==> src/rtl/regfile_mp_sb_pkg.sv <==
// Shared constants and decode-facing typedefs for the multi-port register file.
package regfile_mp_sb_pkg;

  localparam int RF_DATA_W   = 32;
  localparam int RF_ADDR_W   = 5;
  localparam int RF_NUM_RD   = 2;
  localparam int RF_ZERO_IDX = 0;

  typedef logic [RF_ADDR_W-1:0] rf_addr_t;
  typedef logic [RF_DATA_W-1:0] rf_data_t;

  // Source operand pair as produced by the decode stage for the default two read ports.
  typedef struct packed {
    rf_addr_t rs;
    rf_addr_t rt;
  } rf_rd_req_t;

  typedef struct packed {
    rf_data_t rs_val;
    rf_data_t rt_val;
  } rf_rd_rsp_t;

endpackage

==> src/rtl/regfile_mp_sb_if.sv <==
// Decode/writeback-side bus of the register file; master drives addresses and writes.
interface regfile_mp_sb_if import regfile_mp_sb_pkg::*; #(
  parameter int DATA_W = RF_DATA_W,
  parameter int ADDR_W = RF_ADDR_W,
  parameter int NUM_RD = RF_NUM_RD
);

  logic [NUM_RD*ADDR_W-1:0] raddr;
  logic [NUM_RD*DATA_W-1:0] rdata;
  logic [NUM_RD-1:0]        rbusy;
  logic                     wren;
  logic [ADDR_W-1:0]        waddr;
  logic [DATA_W-1:0]        wdata;
  logic                     alloc_en;
  logic [ADDR_W-1:0]        alloc_addr;
  logic                     flush;
  logic [ADDR_W:0]          busy_cnt;

  modport master (
    output raddr, wren, waddr, wdata, alloc_en, alloc_addr, flush,
    input  rdata, rbusy, busy_cnt
  );

  modport slave (
    input  raddr, wren, waddr, wdata, alloc_en, alloc_addr, flush,
    output rdata, rbusy, busy_cnt
  );

endinterface

==> src/rtl/regfile_rd_port.sv <==
// One combinational read port: array mux, optional write bypass, hardwired-zero override.
module regfile_rd_port import regfile_mp_sb_pkg::*; #(
  parameter int DATA_W   = RF_DATA_W,
  parameter int ADDR_W   = RF_ADDR_W,
  parameter int ZERO_REG = 1,
  parameter int BYPASS   = 1
) (
  input  logic [ADDR_W-1:0]      raddr,
  input  logic [DATA_W-1:0]      regs [2**ADDR_W],
  input  logic [2**ADDR_W-1:0]   busy,
  input  logic                   wren,
  input  logic [ADDR_W-1:0]      waddr,
  input  logic [DATA_W-1:0]      wdata,
  output logic [DATA_W-1:0]      rdata,
  output logic                   rbusy
);

  // Zero-register override comes last so it also wins over a bypassed write to r0.
  always_comb begin
    rdata = regs[raddr];
    rbusy = busy[raddr];
    if (BYPASS != 0 && wren && waddr == raddr) begin
      rdata = wdata;
      rbusy = 1'b0;
    end
    if (ZERO_REG != 0 && raddr == ADDR_W'(RF_ZERO_IDX)) begin
      rdata = '0;
      rbusy = 1'b0;
    end
  end

endmodule

==> src/rtl/regfile_mp_sb.sv <==
// Multi-read-port register file with async clear, zero register, bypass and busy scoreboard.
module regfile_mp_sb import regfile_mp_sb_pkg::*; #(
  parameter int DATA_W   = RF_DATA_W,
  parameter int ADDR_W   = RF_ADDR_W,
  parameter int NUM_RD   = RF_NUM_RD,
  parameter int ZERO_REG = 1,
  parameter int BYPASS   = 1
) (
  input logic            clk,
  input logic            rst_n,
  regfile_mp_sb_if.slave bus
);

  localparam int DEPTH = 2**ADDR_W;

  logic [DATA_W-1:0] regs [DEPTH];
  logic [DEPTH-1:0]  busy;
  logic [DEPTH-1:0]  busy_nxt;
  logic [ADDR_W:0]   busy_cnt_q;
  logic [ADDR_W:0]   cnt_nxt;
  logic              wr_ok;
  logic              alloc_ok;

  assign wr_ok    = bus.wren && !(ZERO_REG != 0 && bus.waddr == ADDR_W'(RF_ZERO_IDX));
  assign alloc_ok = bus.alloc_en && !(ZERO_REG != 0 && bus.alloc_addr == ADDR_W'(RF_ZERO_IDX));

  always_ff @(posedge clk or negedge rst_n) begin
    if (!rst_n) begin
      for (int i = 0; i < DEPTH; i++) regs[i] <= '0;
    end else if (wr_ok) begin
      regs[bus.waddr] <= bus.wdata;
    end
  end

  // Ordering encodes priority: flush, then the retiring write, then a new allocation.
  always_comb begin
    busy_nxt = bus.flush ? '0 : busy;
    if (bus.wren) busy_nxt[bus.waddr] = 1'b0;
    if (alloc_ok) busy_nxt[bus.alloc_addr] = 1'b1;
    cnt_nxt = '0;
    for (int i = 0; i < DEPTH; i++) cnt_nxt = cnt_nxt + {{ADDR_W{1'b0}}, busy_nxt[i]};
  end

  always_ff @(posedge clk or negedge rst_n) begin
    if (!rst_n) begin
      busy       <= '0;
      busy_cnt_q <= '0;
    end else begin
      busy       <= busy_nxt;
      busy_cnt_q <= cnt_nxt;
    end
  end

  assign bus.busy_cnt = busy_cnt_q;

  for (genvar k = 0; k < NUM_RD; k++) begin : g_rd
    regfile_rd_port #(
      .DATA_W  (DATA_W),
      .ADDR_W  (ADDR_W),
      .ZERO_REG(ZERO_REG),
      .BYPASS  (BYPASS)
    ) u_rd (
      .raddr(bus.raddr[k*ADDR_W +: ADDR_W]),
      .regs (regs),
      .busy (busy),
      .wren (bus.wren),
      .waddr(bus.waddr),
      .wdata(bus.wdata),
      .rdata(bus.rdata[k*DATA_W +: DATA_W]),
      .rbusy(bus.rbusy[k])
    );
  end

endmodule

==> src/flat_wrapper.sv <==
// flat-port wrapper written by rule: the top's interface ports become plain ports
module regfile_mp_sb_flat import regfile_mp_sb_pkg::*;
#(
  parameter int DATA_W   = RF_DATA_W,
  parameter int ADDR_W   = RF_ADDR_W,
  parameter int NUM_RD   = RF_NUM_RD,
  parameter int ZERO_REG = 1,
  parameter int BYPASS   = 1
)
  (clk, rst_n, bus_raddr, bus_wren, bus_waddr, bus_wdata, bus_alloc_en, bus_alloc_addr, bus_flush, bus_rdata, bus_rbusy, bus_busy_cnt);
  regfile_mp_sb_if #(.DATA_W(DATA_W), .ADDR_W(ADDR_W), .NUM_RD(NUM_RD)) bus_i ();
  input logic clk;
  input logic rst_n;
  input wire logic [$bits(bus_i.raddr)-1:0] bus_raddr;
  input wire logic [$bits(bus_i.wren)-1:0] bus_wren;
  input wire logic [$bits(bus_i.waddr)-1:0] bus_waddr;
  input wire logic [$bits(bus_i.wdata)-1:0] bus_wdata;
  input wire logic [$bits(bus_i.alloc_en)-1:0] bus_alloc_en;
  input wire logic [$bits(bus_i.alloc_addr)-1:0] bus_alloc_addr;
  input wire logic [$bits(bus_i.flush)-1:0] bus_flush;
  output wire logic [$bits(bus_i.rdata)-1:0] bus_rdata;
  output wire logic [$bits(bus_i.rbusy)-1:0] bus_rbusy;
  output wire logic [$bits(bus_i.busy_cnt)-1:0] bus_busy_cnt;
  assign bus_i.raddr = bus_raddr;
  assign bus_i.wren = bus_wren;
  assign bus_i.waddr = bus_waddr;
  assign bus_i.wdata = bus_wdata;
  assign bus_i.alloc_en = bus_alloc_en;
  assign bus_i.alloc_addr = bus_alloc_addr;
  assign bus_i.flush = bus_flush;
  assign bus_rdata = bus_i.rdata;
  assign bus_rbusy = bus_i.rbusy;
  assign bus_busy_cnt = bus_i.busy_cnt;
  regfile_mp_sb #(.DATA_W(DATA_W), .ADDR_W(ADDR_W), .NUM_RD(NUM_RD), .ZERO_REG(ZERO_REG), .BYPASS(BYPASS)) u_core (.clk(clk), .rst_n(rst_n), .bus(bus_i));
endmodule
==> config.mk <==
export PLATFORM = sky130hd
export DESIGN_NAME = regfile_mp_sb_flat
export DESIGN_NICKNAME = d
export VERILOG_FILES = /design/src/rtl/regfile_mp_sb_pkg.sv /design/src/rtl/regfile_mp_sb_if.sv /design/src/rtl/regfile_rd_port.sv /design/src/rtl/regfile_mp_sb.sv /design/src/flat_wrapper.sv
export SDC_FILE = /design/constraint.sdc
export NUM_CORES = 2
export LEC_CHECK = 0
export CAP_MARGIN = 40
export CORE_MARGIN = 2
export CORE_UTILIZATION = 25
export DETAILED_ROUTE_END_ITERATION = 10
export PLACE_DENSITY = 0.39
export SLEW_MARGIN = 5
export SYNTH_ARGS = -nofsm -noshare
export SYNTH_HDL_FRONTEND = slang
export SYNTH_SLANG_ARGS = --single-unit
==> constraint.sdc <==
create_clock -name clk -period 5.3 [get_ports clk]
set_clock_uncertainty 0.05 [all_clocks]
set_input_delay 1.06 -clock clk [delete_from_list [all_inputs] [get_ports clk]]
set_output_delay 1.06 -clock clk [all_outputs]
set_load 0.1 [all_outputs]
---- After elaboration in Yosys (flattened, before gate mapping) ----
Index checks and enable logic that the tools add are counted.
word-level totals
  register bits ........................... 1,062
  bits of input ports ..................... 57
  output and inout bits ................... 72
  word-level logic and storage cells ...... 124
operators by class
  $add $sub $neg .......................... 31
  order comparisons ....................... 10
  equality and inequality tests ........... 2
  multiplexer cells ....................... 28
  bitwise operators ....................... 6
  reduce and logical (&&, ||, !) cells .... 13
operators with widths
  cell                  count
  $bwmux W1024          1
  $mux W32              12
  $bmux W32 S5          2
  $add A6 B1 Y6         30
  $demux W32 S5         1
  $and A32 B32 Y32      1
  $not A32 Y32          1
  $or A32 B32 Y32       1
  $lt A5 B6 Y1 const B  4
  $logic_not A5 Y1      4
  $ge A6 B6 Y1 const B  3
  $not A5 Y6            3
  $bmux W1 S5           2
  $demux W1 S5          2
  $eq A5 B5 Y1          2
  $ge A5 B1 Y1 const B  2
  $mux W1               8
  $logic_and A1 B1 Y1   7
  $lt A6 B1 Y1 const B  1
  $add A1 B1 Y2         1
  $logic_not A1 Y1      2

---- Longest topological paths before layout ----
  word-level depth ........................ 40
  depth in mapped cells ................... 25

---- By module ----
From an unflattened synthesis, not the netlist that was laid out.
unflattened totals
  cell total of the unflattened synthesis .. 4,090
  area, all modules ....................... 58,282.1 um2
modules (own cells, without submodules)
  module           times used  cells each  area an instance (um2)  sequential area each (um2)
  regfile_mp_sb    1           2,490       40,292.4                26,575.5
  regfile_rd_port  2           800         8,994.9                 0.0

---- Worst setup path after synthesis ----
No wires, ideal clock.
  kind .................................... in2reg
  start point ............................. input port bus_waddr[2]
  end point ............................... register u_core.busy_cnt_q[4], in the netlist u_core.bus.busy_cnt[4]
  arrival ................................. 6,772 ps
  path slack .............................. -1,645 ps
  cell stages on the path ................. 23
  cells stage by stage .................... buf_2 > nor3_1 > nand2_1 > clkbuf_1 > a31o_2 > ha_1 > inv_1 > fa_1 > inv_1 > fa_1 > fa_1 > inv_1 > fa_1 > inv_1 > fa_1 > fa_1 > inv_1 > fa_1 > fa_1 > inv_1 > a21o_1 > a21oi_1 > xnor2_1
on the way
  word-level cells in the longest chain between the ends .. 40
  elaborated cells on any way between the ends .. 41
  classes of those cells .................. 31 x add/sub; 2 x order compare; 4 x mux; 3 x bitwise; 1 x reduce/logical
ends and longest elaborated chain
  item                                                                       RTL line             source
  start, declared                                                            flat_wrapper.sv:16   input wire logic [$bits(bus_i.waddr)-1:0] bus_waddr;
  $lt A5 B6 Y1 (implied by the code) / $ge A5 B1 Y1 (equally long branches)  regfile_mp_sb.sv:38  if (bus.wren) busy_nxt[bus.waddr] = 1'b0;
  $logic_and A1 B1 Y1 (implied by the code)                                  regfile_mp_sb.sv:38
  $mux W1 (implied by the code)                                              regfile_mp_sb.sv:38
  $demux W1 S5 (*)                                                           -
  $not A32 Y32 (no line) (*)                                                 -
  $and A32 B32 Y32 (no line) (*)                                             -
  $mux W32 (*)                                                               regfile_mp_sb.sv:38
  $or A32 B32 Y32 (no line)                                                  -
  $mux W32 (*)                                                               regfile_mp_sb.sv:39  if (alloc_ok) busy_nxt[bus.alloc_addr] = 1'b1;
  named net u_core.busy_nxt[1]                                               regfile_mp_sb.sv:18  logic [DEPTH-1:0] busy_nxt;
  $add A1 B1 Y2 (*)                                                          regfile_mp_sb.sv:41  for (int i = 0; i < DEPTH; i++) cnt_nxt = cnt_nxt + {{ADDR_W{1'b0}}, busy_nxt[i]};
  $add A6 B1 Y6 (*) (30 in a row)                                            regfile_mp_sb.sv:41
  named net u_core.cnt_nxt[4]                                                regfile_mp_sb.sv:20  logic [ADDR_W:0] cnt_nxt;
  end signal, assigned                                                       regfile_mp_sb.sv:50  busy_cnt_q <= cnt_nxt;
  end, declared                                                              regfile_mp_sb.sv:19  logic [ADDR_W:0] busy_cnt_q;
Mark *: on every way through the listed nets, which the timed path passes. The rest lies on a longest branch.
A chain may end at the register's enable or synchronous reset.

---- Worst setup path in the final report ----
  start point ............................. input port bus_alloc_en
  end point ............................... register u_core.busy_cnt_q[2], in the netlist u_core.bus.busy_cnt[2]
on the way
  word-level cells in the longest chain between the ends .. 33
ends and longest elaborated chain
  item                         RTL line             source
  start, declared              flat_wrapper.sv:18   input wire logic [$bits(bus_i.alloc_en)-1:0] bus_alloc_en;
  $logic_and A1 B1 Y1 (*)      regfile_mp_sb.sv:25  assign alloc_ok = bus.alloc_en && !(ZERO_REG != 0 && bus.alloc_addr == ADDR_W'(RF_ZERO_IDX));
  $mux W32 (*)                 regfile_mp_sb.sv:39
  $add A1 B1 Y2                regfile_mp_sb.sv:41
  $add A6 B1 Y6 (29 in a row)  regfile_mp_sb.sv:41
  $add A6 B1 Y6 (*)            regfile_mp_sb.sv:41
  named net u_core.cnt_nxt[2]  regfile_mp_sb.sv:20
Marked as above.

==> impl_metrics.json <==
{
  "whs_ps": 286.7,
  "cts_tree": "yes",
  "ys_ff_latch": 1062,
  "crit_arrival_ps": 6360,
  "grtUsageTotal_pct": 19.31,
  "clkPwrFrac_pct": 35.9,
  "instances_no_fill": 7327,
  "drc": 0,
  "grt_pass1_vias": 40230,
  "fin_crit_ps": 5733,
  "final_max_slew_viol_count": 0,
  "chipHeight_um": 485.0,
  "synth_nets": 4121,
  "nets": 4301,
  "ys_seq_area_share_pct": 45.94,
  "synthDistinctLibCells": 65,
  "intPower_w": 0.01836,
  "cts_buffer_depth": 3,
  "rrSetupSlack_ps": -80,
  "rsz0062_at_grt": "yes",
  "drt-pass1-iter-count": 8,
  "synth_top_area_share_pct": 45.94,
  "antenna_found_initial": 12,
  "avgSynthCellArea_um2": 14.35,
  "fp.coreArea_um2": 230100,
  "htree_levels": 4,
  "seqPwrFrac_pct": 41.1,
  "postCtsHoldBufs": 0,
  "grt_pass1_wl_um": 325800,
  "drtAntennaViolNets": 0,
  "worstSetupEndpointType": "register",
  "area_growth_pct": 20.99,
  "synth_edf_count": 0,
  "synthFlopType": "dfrtp_1",
  "fill_cells": 22840,
  "power_per_cell_area_nw_per_um2": 372.0,
  "vias": 38110,
  "first_iter_violations": 2542,
  "synthCells": 4032,
  "finalWeightedCongestion": 0.7972,
  "vias_per_cell": 5.201,
  "hold_viol_final": 0,
  "cp-start-kind": "input port",
  "routed_wl_um": 228300,
  "synth_area_um2": 57840,
  "synth_most_common_cell": "dfrtp_1",
  "switching_share_pct": 29.48,
  "p_leak_nw": 29.87,
  "clock_sink_count": 1062,
  "synth_commonest_cells": "1062 x dfrtp_1, 1007 x mux2_2, 434 x mux4_2, 228 x clkbuf_1, 226 x mux2i_1",
  "status": "finished with violations",
  "power_w": 0.02604,
  "synth_top_area_cell": "dfrtp_1",
  "grt_overflow": 0,
  "die_area_um2": 235200,
  "drive_above_1_share_pct": 50.56,
  "clk_pin_slew_ps": 60,
  "rows": 176,
  "tightest_slew_ps": 923.9,
  "initial_core_util_pct": 25.14,
  "setup_viol": 5,
  "yosysWarnings": 0,
  "io_buffers": 128,
  "p_sw_w": 0.007677,
  "cp_data_required_time_ps": 5930,
  "wire_per_inst_um": 31.16,
  "violations": "setup timing",
  "setup_ws_ps": -433.5,
  "grt_max_degree": 106,
  "max-slew-margin-rel_pct": 38.41,
  "r2r_cells": 18,
  "cts_buffers": 135,
  "ir_worst_vdd_v": 0.0001967,
  "hpwl_um": 145100,
  "dp_slack_ps": -1794,
  "drv_cap": 0,
  "die_w_um": 485.0,
  "comb_power_share_pct": 23.1,
  "insertion_delay_ps": 780,
  "async_flop_share_pct": 100.0,
  "dp.cells": 7093,
  "period_share_pct": 108.2,
  "max_freq_ghz": 0.1744,
  "io-pin-count": 129,
  "cp_max_fo": 7,
  "netlist_top_cells_area": "dfrtp_1 46%, mux2_2 20%, mux4_2 17%, mux2i_1 3.9%, clkbuf_1 1.5%",
  "root_buffer": "clkbuf_16",
  "reg2reg_from": "u_core.busy[1]",
  "timing.rr.end": "u_core.bus.busy_cnt[2]",
  "critPathKind": "in2reg",
  "hp-class": "in2async"
}
-- through the flow --
step                      cell area (um2)  TNS [ps]  utilization [%]
final                               69990     -1370            30.41
after floorplan                     57970     -5379                -
after detailed placement            65490     -9313            28.46
after global placement              64850     -9341            28.18
after CTS                           69950     -2095            30.40
after global routing                69990     -2068            30.41
-- timing repair --
item,CTS,global route
buffers inserted,6,3
gates resized for setup,56,21
hold endpoints to repair,0,0
setup endpoints to repair,6,6
pin swaps,24,22
cloned,0,0
-- placed cells by master, fill, tap and decap left out, types with 63 or more instances in the layout --
cell type	count
a22oi_1	63
mux4_2	434
clkbuf_16	141
buf_4	289
mux2i_1	226
buf_12	116
mux2_2	1007
dfrtp_1	1062
-- layer usage --
layer	part of all wire [%]	wire, um	GRT usage, %
met1	46	104100	26.40
met2	49	110800	32.22
met3	3.4	7873	2.613
met4	2.4	5578	4.715
met5	0	0	0
-- state kept, by name (all words and copies together) (netlist names) --
signal               count
u_core.regs           1024
u_core.busy             32
u_core.bus.busy_cnt      6
-- final cells by class --
class | instances | area [um2] | share of cell area (%)
sequential | 1062 | 26580 | 37.97
clock buffer | 198 | 4043 | 5.776
inverter | 71 | 270.3 | 0.3861
timing repair buffer | 491 | 5690 | 8.131
antenna | 3 | 7.507 | 0.01073
clock inverter | 25 | 314.1 | 0.4487
tap | 3026 | 3786 | 5.410
multi-input combinational | 2451 | 29300 | 41.87
-- power groups by stage --
stage          logic, W  registers [W]  clock network, W
2_1_floorplan   0.00420         0.0105                 0
3_3_place_gp    0.00596         0.0108                 0
3_5_place_dp    0.00605         0.0108                 0
4_1_cts         0.00608         0.0107           0.00960
5_1_grt         0.00640         0.0109           0.00994
6_report        0.00601         0.0107           0.00934
-- logic make-up after synthesis --
group | count (synthesis) | share of synthesized area [%]
simple gates | 242 | 2.195
xor+xnor | 13 | 0.1968
fa+ha+maj | 32 | 1.004
mux | 1667 | 40.41
buf+inv | 519 | 4.114
compound gates | 497 | 6.134
flops | 1062 | 45.94
-- how the worst max path moves through the flow --
| stage | startpoint | endpoint | slack, ps | depth (start not counted) |
|---|---|---|---|---|
| finish | bus_alloc_en | u_core.bus.busy_cnt[2] | -430 | 18 |
| global route | bus_waddr[4] | u_core.bus.busy_cnt[4] | -560 | 22 |
| CTS | bus_waddr[4] | u_core.bus.busy_cnt[4] | -600 | 23 |
| detailed placement | bus_waddr[1] | u_core.bus.busy_cnt[4] | -1790 | 22 |
| global placement | bus_waddr[1] | u_core.bus.busy_cnt[4] | -1810 | 22 |
| floorplan | bus_waddr[1] | u_core.bus.busy_cnt[4] | -1160 | 24 |
-- worst max-delay path, cell delays in order --
cell and delay, ps:
dlygate4sd2_1 260, or3b_4 480, o21a_4 240, fa_1 520
inv_2 40, fa_1 470, fa_1 590, inv_2 40
fa_1 500, inv_2 40, fa_1 470, fa_1 510
inv_2 40, fa_2 350, fa_2 370, buf_4 140
buf_4 120, xnor2_1 110
Power figures use the tool's default switching activity.
